**src/rtl/tarb3_1_pkg.sv**
```systemverilog
// Shared state encoding and reset constants for the tarb3_1 arbiter.
// Constants only; no logic, no latency, no flow control.
package tarb3_1_pkg;

  typedef enum logic {
    TARB_IDLE = 1'b0,
    TARB_BUSY = 1'b1
  } tarb_state_t;

  // src1 (bit0) is first in line after reset
  localparam logic [2:0] TARB_LAST_RST = 3'b100;

endpackage

```
**src/rtl/tarb3_1_tpick3.sv**
```systemverilog
// Rotating-priority picker: one-hot winner, search starts after last, wraps 2->0.
// Purely combinational, zero latency; win is 000 when nothing requests.
module tpick3
  import tarb3_1_pkg::*;
(
  input  logic [2:0] req,
  input  logic [2:0] last,
  output logic [2:0] win
);

  always_comb begin
    win = 3'b000;
    case (last)
      3'b001: begin
        if      (req[1]) win = 3'b010;
        else if (req[2]) win = 3'b100;
        else if (req[0]) win = 3'b001;
      end
      3'b010: begin
        if      (req[2]) win = 3'b100;
        else if (req[0]) win = 3'b001;
        else if (req[1]) win = 3'b010;
      end
      default: begin
        if      (req[0]) win = 3'b001;
        else if (req[1]) win = 3'b010;
        else if (req[2]) win = 3'b100;
      end
    endcase
  end

endmodule

```
**src/rtl/tarb3_1.sv**
```systemverilog
// 3-way round-robin arbiter, registered one-hot sel held until done; TARB_BACK2BACK_EN
// enables zero-bubble regrant on done. req->sel latency 1 cycle; no backpressure,
// requesters simply wait while another grant is outstanding.
module tarb3_1
  import tarb3_1_pkg::*;
(
  input  logic       clk,
  input  logic       resetn,
  input  logic [2:0] req,
  input  logic       done,
  output logic [2:0] sel,
  output logic       busy,
  output logic [2:0] last
);

  tarb_state_t state;
  logic [2:0]  pick_last;
  logic [2:0]  win;

  // While busy the current grantee is the priority reference, so a back-to-back
  // pick already sees the rotated order that last is about to take.
  assign pick_last = (state == TARB_BUSY) ? sel : last;

  tpick3 u_pick (
    .req  (req),
    .last (pick_last),
    .win  (win)
  );

  assign busy = (state == TARB_BUSY);

  always_ff @(posedge clk) begin
    if (!resetn) begin
      state <= TARB_IDLE;
      sel   <= 3'b000;
      last  <= TARB_LAST_RST;
    end else begin
      case (state)
        TARB_IDLE: begin
          if (|req) begin
            sel   <= win;
            state <= TARB_BUSY;
          end
        end
        TARB_BUSY: begin
          if (done) begin
            last <= sel;
`ifdef TARB_BACK2BACK_EN
            if (|req) begin
              sel <= win;
            end else begin
              sel   <= 3'b000;
              state <= TARB_IDLE;
            end
`else
            sel   <= 3'b000;
            state <= TARB_IDLE;
`endif
          end
        end
        default: begin
          sel   <= 3'b000;
          state <= TARB_IDLE;
        end
      endcase
    end
  end

endmodule

```
**config.mk**
```make
export PLATFORM = sky130hd
export DESIGN_NAME = tarb3_1
export DESIGN_NICKNAME = d
export VERILOG_FILES = /design/src/rtl/tarb3_1_pkg.sv /design/src/rtl/tarb3_1_tpick3.sv /design/src/rtl/tarb3_1.sv
export SDC_FILE = /design/constraint.sdc
export NUM_CORES = 1
export LEC_CHECK = 0
export CORE_AREA = 2 2 39 41
export DETAILED_ROUTE_END_ITERATION = 6
export DIE_AREA = 0 0 41 43
export PLACE_DENSITY_LB_ADDON = 0.25
export SYNTH_ARGS = -nofsm -noshare
export SYNTH_HDL_FRONTEND = slang
export SYNTH_HIERARCHICAL = 1
export SYNTH_SLANG_ARGS = --single-unit
```
**constraint.sdc**
```tcl
create_clock -name clk -period 1.8 [get_ports clk]
set_input_delay 0.36 -clock clk [delete_from_list [all_inputs] [get_ports clk]]
set_output_delay 0.36 -clock clk [all_outputs]
set_load 0.01 [all_outputs]
```
==> impl_metrics.json <==
{
  "worst-path-stages": 1,
  "finalMaxSlewViolations": 0,
  "num_rows": 14,
  "multi_input_comb_area_um2": 263,
  "syn_area_per_cell_um2": 8.97,
  "drive_gt1_share_pct": 15.9,
  "worstMarginPinSlew_ps": 337,
  "hold_path_class": "flop to flop",
  "avgViaCountPerCell": 4.96,
  "grt_max_degree": 11,
  "ff2ff_setup_slack_ps": 190,
  "cp-start-kind": "flop",
  "finalHoldViolations": 0,
  "antenna_cells": 0,
  "grt_pass1_vias": 347,
  "max_cap_violations": 0,
  "clock_latency_ps": 250,
  "reg2reg_from": "busy",
  "syn_area_um2": 430,
  "vias": 392,
  "finalNetCount": 70,
  "required_ps": 1440,
  "p_per_area_mw_per_mm2": 687,
  "cts-root-buf": "clkbuf_4",
  "num-fill-cells": 143,
  "areaGrowthSynthToFinish_pct": 36.6,
  "synth_cell_type_count": 23,
  "numPortBuffers": 12,
  "area.sequential_um2": 140,
  "netlist.area_leader.share_pct": 32.6,
  "antenna_found_initial": 0,
  "cp_data_arrival_time_ps": 1320,
  "clk_pin_slew_ps": 50,
  "cts_buffer_depth": 2,
  "post-place-ws_ps": 167,
  "grt_pass1_wl_mm": 1.50,
  "cp_slowest_cell": "clkdlybuf4s50_1",
  "wire_per_inst_um": 11.8,
  "final.setup.tns_ps": 0,
  "cts_buffers": 3,
  "fin_skew_ps": 1.02,
  "synth_seq_cells": 7,
  "die_w_um": 41,
  "place_hpwl_um": 705,
  "place_area_um2": 562,
  "post_cts_resized": 0,
  "period_needed_ps": 1680,
  "cp_top_family": "buffers and inverters",
  "ir_drop_mv": 0.505,
  "path_cells": "clkdlybuf4s50_1",
  "core_mm2": 0.00138,
  "h-tree-depth": 1,
  "rsz0062_at_grt": "false",
  "yosysTopAreaCell": "dfxtp_1",
  "overflow": 0,
  "setup_slack_ps": 120,
  "mostFrequentLayoutCells": "clkdlybuf4s50_1 (12), nand3_1 (7), nand2_1 (7), dfxtp_1 (7)",
  "worst-setup-path-type": "flop to primary output",
  "dieArea_mm2": 0.00176,
  "cpPeakStageDelay_ps": 590,
  "drt_iter0_markers": 2,
  "slew-limit-headroom_pct": 77.4,
  "yosys-top-cells-area": "dfxtp_1 (33%), nand3_1 (8.1%), mux2_2 (7.8%)",
  "ioPinCount": 13,
  "drt.antenna.violating_nets": 0,
  "finalCritPeriodShare_pct": 93.3,
  "gp_congestion": 0.679,
  "critical_path_buf_inv_count": 1,
  "grt_usage_pct": 12.9,
  "leakage_nw": 0.232,
  "synth_nets": 54,
  "routed_wl_um": 931,
  "cts_hold_buf": 0,
  "ys_seq_area_share_pct": 32.6,
  "cts_tree": "done",
  "critPathMaxFanout": 8,
  "fp.dieH_um": 43,
  "final_common_cell": "clkdlybuf4s50_1",
  "cp-startpoint": "busy",
  "status": "finished clean",
  "setup_viol": 0,
  "clkSinkCount": 7,
  "drtPass1Iterations": 2,
  "drc_errors": 0,
  "hold_depth": 2,
  "netlist_instances": 48,
  "min_from": "last[1]",
  "post_cts_buffers": 0,
  "worstRegToRegCells": 5,
  "endpoint_kind": "primary output",
  "start_util_pct": 31.1,
  "max_freq_mhz": 595,
  "ys.warnings.count": 6,
  "design_area_um2": 588
}
-- layout make-up --
class | instances | area share, %
multi-input cells | 36 | 44.7
inverters | 3 | 1.91
well taps | 16 | 3.40
repair buffers | 13 | 21.7
clock buffers | 4 | 4.47
flip-flops and latches | 7 | 23.8
-- final timing paths --
kind	end
max	busy
min	last[1]
max reg2reg	sel[2]
min reg2reg	last[1]
-- sequential cells by signal, indices dropped and copies added (netlist names) --
signal  cells
busy        1
sel         3
last        3
-- power by group --
part           leakage (nW)  internal (mW)  total [mW]  switching, mW
registers            0.0574          0.163       0.173        0.00985
clock network        0.0150         0.0846       0.142         0.0576
logic                 0.160         0.0478      0.0887         0.0410
total                 0.232          0.296       0.404          0.108
-- cells in the mapped netlist (all sizes together) --
| master | number |
|---|---|
| nand4bb | 1 |
| nand3 | 7 |
| o21ai | 1 |
| nor4b | 1 |
| nor4bb | 1 |
| o2111a | 1 |
| nor3b | 1 |
| mux2i | 3 |
| mux2 | 3 |
| xor2 | 1 |
| a21oi | 1 |
| nor3 | 1 |
| nor2 | 2 |
| nand2 | 8 |
| dfxtp | 7 |
| a311oi | 1 |
| inv | 3 |
| a21boi | 2 |
| buf | 2 |
| o31a | 1 |
-- per-layer routing --
metal	GRT usage, %	share of wire [%]
met1	17.5	46
met2	16.6	47
met3	9.42	6.6
met4	2.00	0
met5	0	0
-- logic make-up after synthesis --
| family | synth area share (%) |
|---|---|
| AOI/OAI and AO/OA | 12.5 |
| buffers and inverters | 6.39 |
| and+or+nand+nor | 31.7 |
| DFF | 32.6 |
| xor gates and xnor gates | 2.04 |
| muxes | 14.8 |
-- stage by stage --
step / hold WS [ps] / total power [mW] / util (%) / std cells
after detailed placement: 482 / 0.266 / 40.6 / 75
after global routing: 519 / 0.433 / 42.5 / 79
after global placement: 480 / 0.265 / 40.6 / 75
final: 482 / 0.404 / 42.5 / 79
after floorplan: 497 / 0.226 / - / 48
after CTS: 489 / 0.411 / 42.5 / 79
Power figures use the tool's default switching activity.
==> RTL change (same flow settings) <==
Add a define of `TARB_BACK2BACK_EN`.
--- a/src/rtl/tarb3_1.sv
+++ b/src/rtl/tarb3_1.sv
@@ -3,2 +3,4 @@
 // requesters simply wait while another grant is outstanding.
+`define TARB_BACK2BACK_EN
+
 module tarb3_1
Behaviour: not the same (a bounded check fails within 4 cycles, from zero or initial values and one cycle with resetn low).
==> RTL change against the original RTL <==
- design area shrank 1.3%
- sequential cell count is the same
- via count grew 1.0%
- power shrank 0.19%
- worst setup slack gained 0.11 ns
- maximum frequency grew 7.2%
- largest power group unchanged
- wire length grew 2.7%
- area after synthesis shrank 5.5%
- synthesized cell count grew 2.1%
- critical path type is now reg -> reg
==> RTL change: results (changes against the original RTL) <==
[logic_synthesis]
synth_seq_area_share_pct=34.5  ; +1.9 points
synth_ff_type=dfxtp_1
ys_top_cells_by_area=dfxtp_1 (34%), nand2_1 (10%), mux2_2 (5.5%)
muxShareOfSynthArea_pct=8.31  ; -6.5 points
synth_commonest_cells=nand2_1 (11), dfxtp_1 (7), nand3_1 (4)
yosysUniqueCellTypes=25  ; +8.7%
syn_inst=49  ; +2.1%
synth_adder_area_share_pct=0  ; unchanged
synthXorXnorAreaFrac_pct=2.15  ; +0.12 points
synth_fp_nets=55  ; +1.9%
synth-compound-area-share_pct=20.3  ; +7.8 points
synth_area_um2=407  ; -5.5%

[critical_path]
r2r_cells=6  ; +1
worstPathMaxFanout=6  ; -2
worstPathArrival_ns=1.75  ; +0.43 ns

[global_routing]
grt_max_degree=11  ; unchanged
grt_pass1_wl_mm=1.70  ; +13%
antenna_found_initial=0  ; unchanged
grt_usage_pct=14.1  ; +1.2 points
grt_pass1_vias=369  ; +6.3%

[power]
leakagePower_nw=0.218  ; -6.2%
ir_drop_mv=0.340  ; -33%
p_int_mw=0.296  ; about the same
power.density_nw_per_um2=695  ; +1.1%
powerClk_mw=0.145

[placement]
dp_slack_ns=0.101  ; -0.0665 ns
dp.cells=77  ; +2.7%
gp_congestion=0.742  ; +9.3%
dp_hpwl_um=760  ; +7.8%
dpl-instance-area_um2=553  ; -1.6%

[cells_and_area]
clock_area_share_pct=4.53  ; +0.058 points
fillCellCount=142  ; -0.70%
nonClkBufAreaFrac_pct=23.3  ; +1.6 points
nClkBuffers=4  ; unchanged
inverters_excl_clock=2  ; -1
fin_cells=81  ; +2.5%
nNetsFinal=72  ; +2.9%
areaGrowthSynthToFinish_pct=42.8
multiInputGateArea_um2=250  ; -4.8%
ff_latch_area_um2=141  ; +0.89%
nMultiInputCombCells=38  ; +5.6%
drive_above_1_share_pct=13.8  ; -2.0 points
buffers=14  ; +1

[min_path]
hold_depth=2  ; unchanged

[timing]
fin_skew_ns=0.00264  ; +0.00162 ns
tightest_slew_ns=0.329  ; -0.00800 ns

[drt]
via_per_inst=4.89  ; -1.5%
firstDrtPassIters=4  ; +2
detail_route.wl_per_cell_um=11.8  ; +0.15%
dr.first_iter.drc_count=5  ; +3

[clock_tree]
clkLatencyLatePin_ns=0.25  ; about the same
cts-htree-levels=1  ; unchanged

[outcome]
status=complete, no violations

## RTL change: cell types whose count changed in the layout (fill, tap and decap cells not counted), moves of 2 or more
cell,delta
o22ai_1,+3
a21boi_1,+2
nand2_1,+4
mux2i_1,-3
nand3_1,-3
## RTL change: critical path, stage by stage, from the launching register on
cell     delay (ns)
dfxtp_2        0.37
buf_4          0.13
mux2_2         0.38
nor4b_1        0.26
o31a_1         0.16
nand2_1        0.05
o22ai_1        0.14
## RTL change: final timing paths
kind / slack [ns] / from / endpoint
setup / recovery: 0.23 / busy / sel[2]
hold / removal: 0.47 / last[0] / last[0]
setup reg to reg: 0.23 / busy / sel[2]
hold reg to reg: 0.47 / last[0] / last[0]
## RTL change: layer usage
layer	part of all wire (%)	wire length [um]	vias to the layer above	track usage (%)
met5	0	0	-	0
met4	0	0	0	8.00
met3	2.5	24	0	3.14
met2	44	417	4	18.1
met1	54	514	178	20.8
li1	-	-	214	-
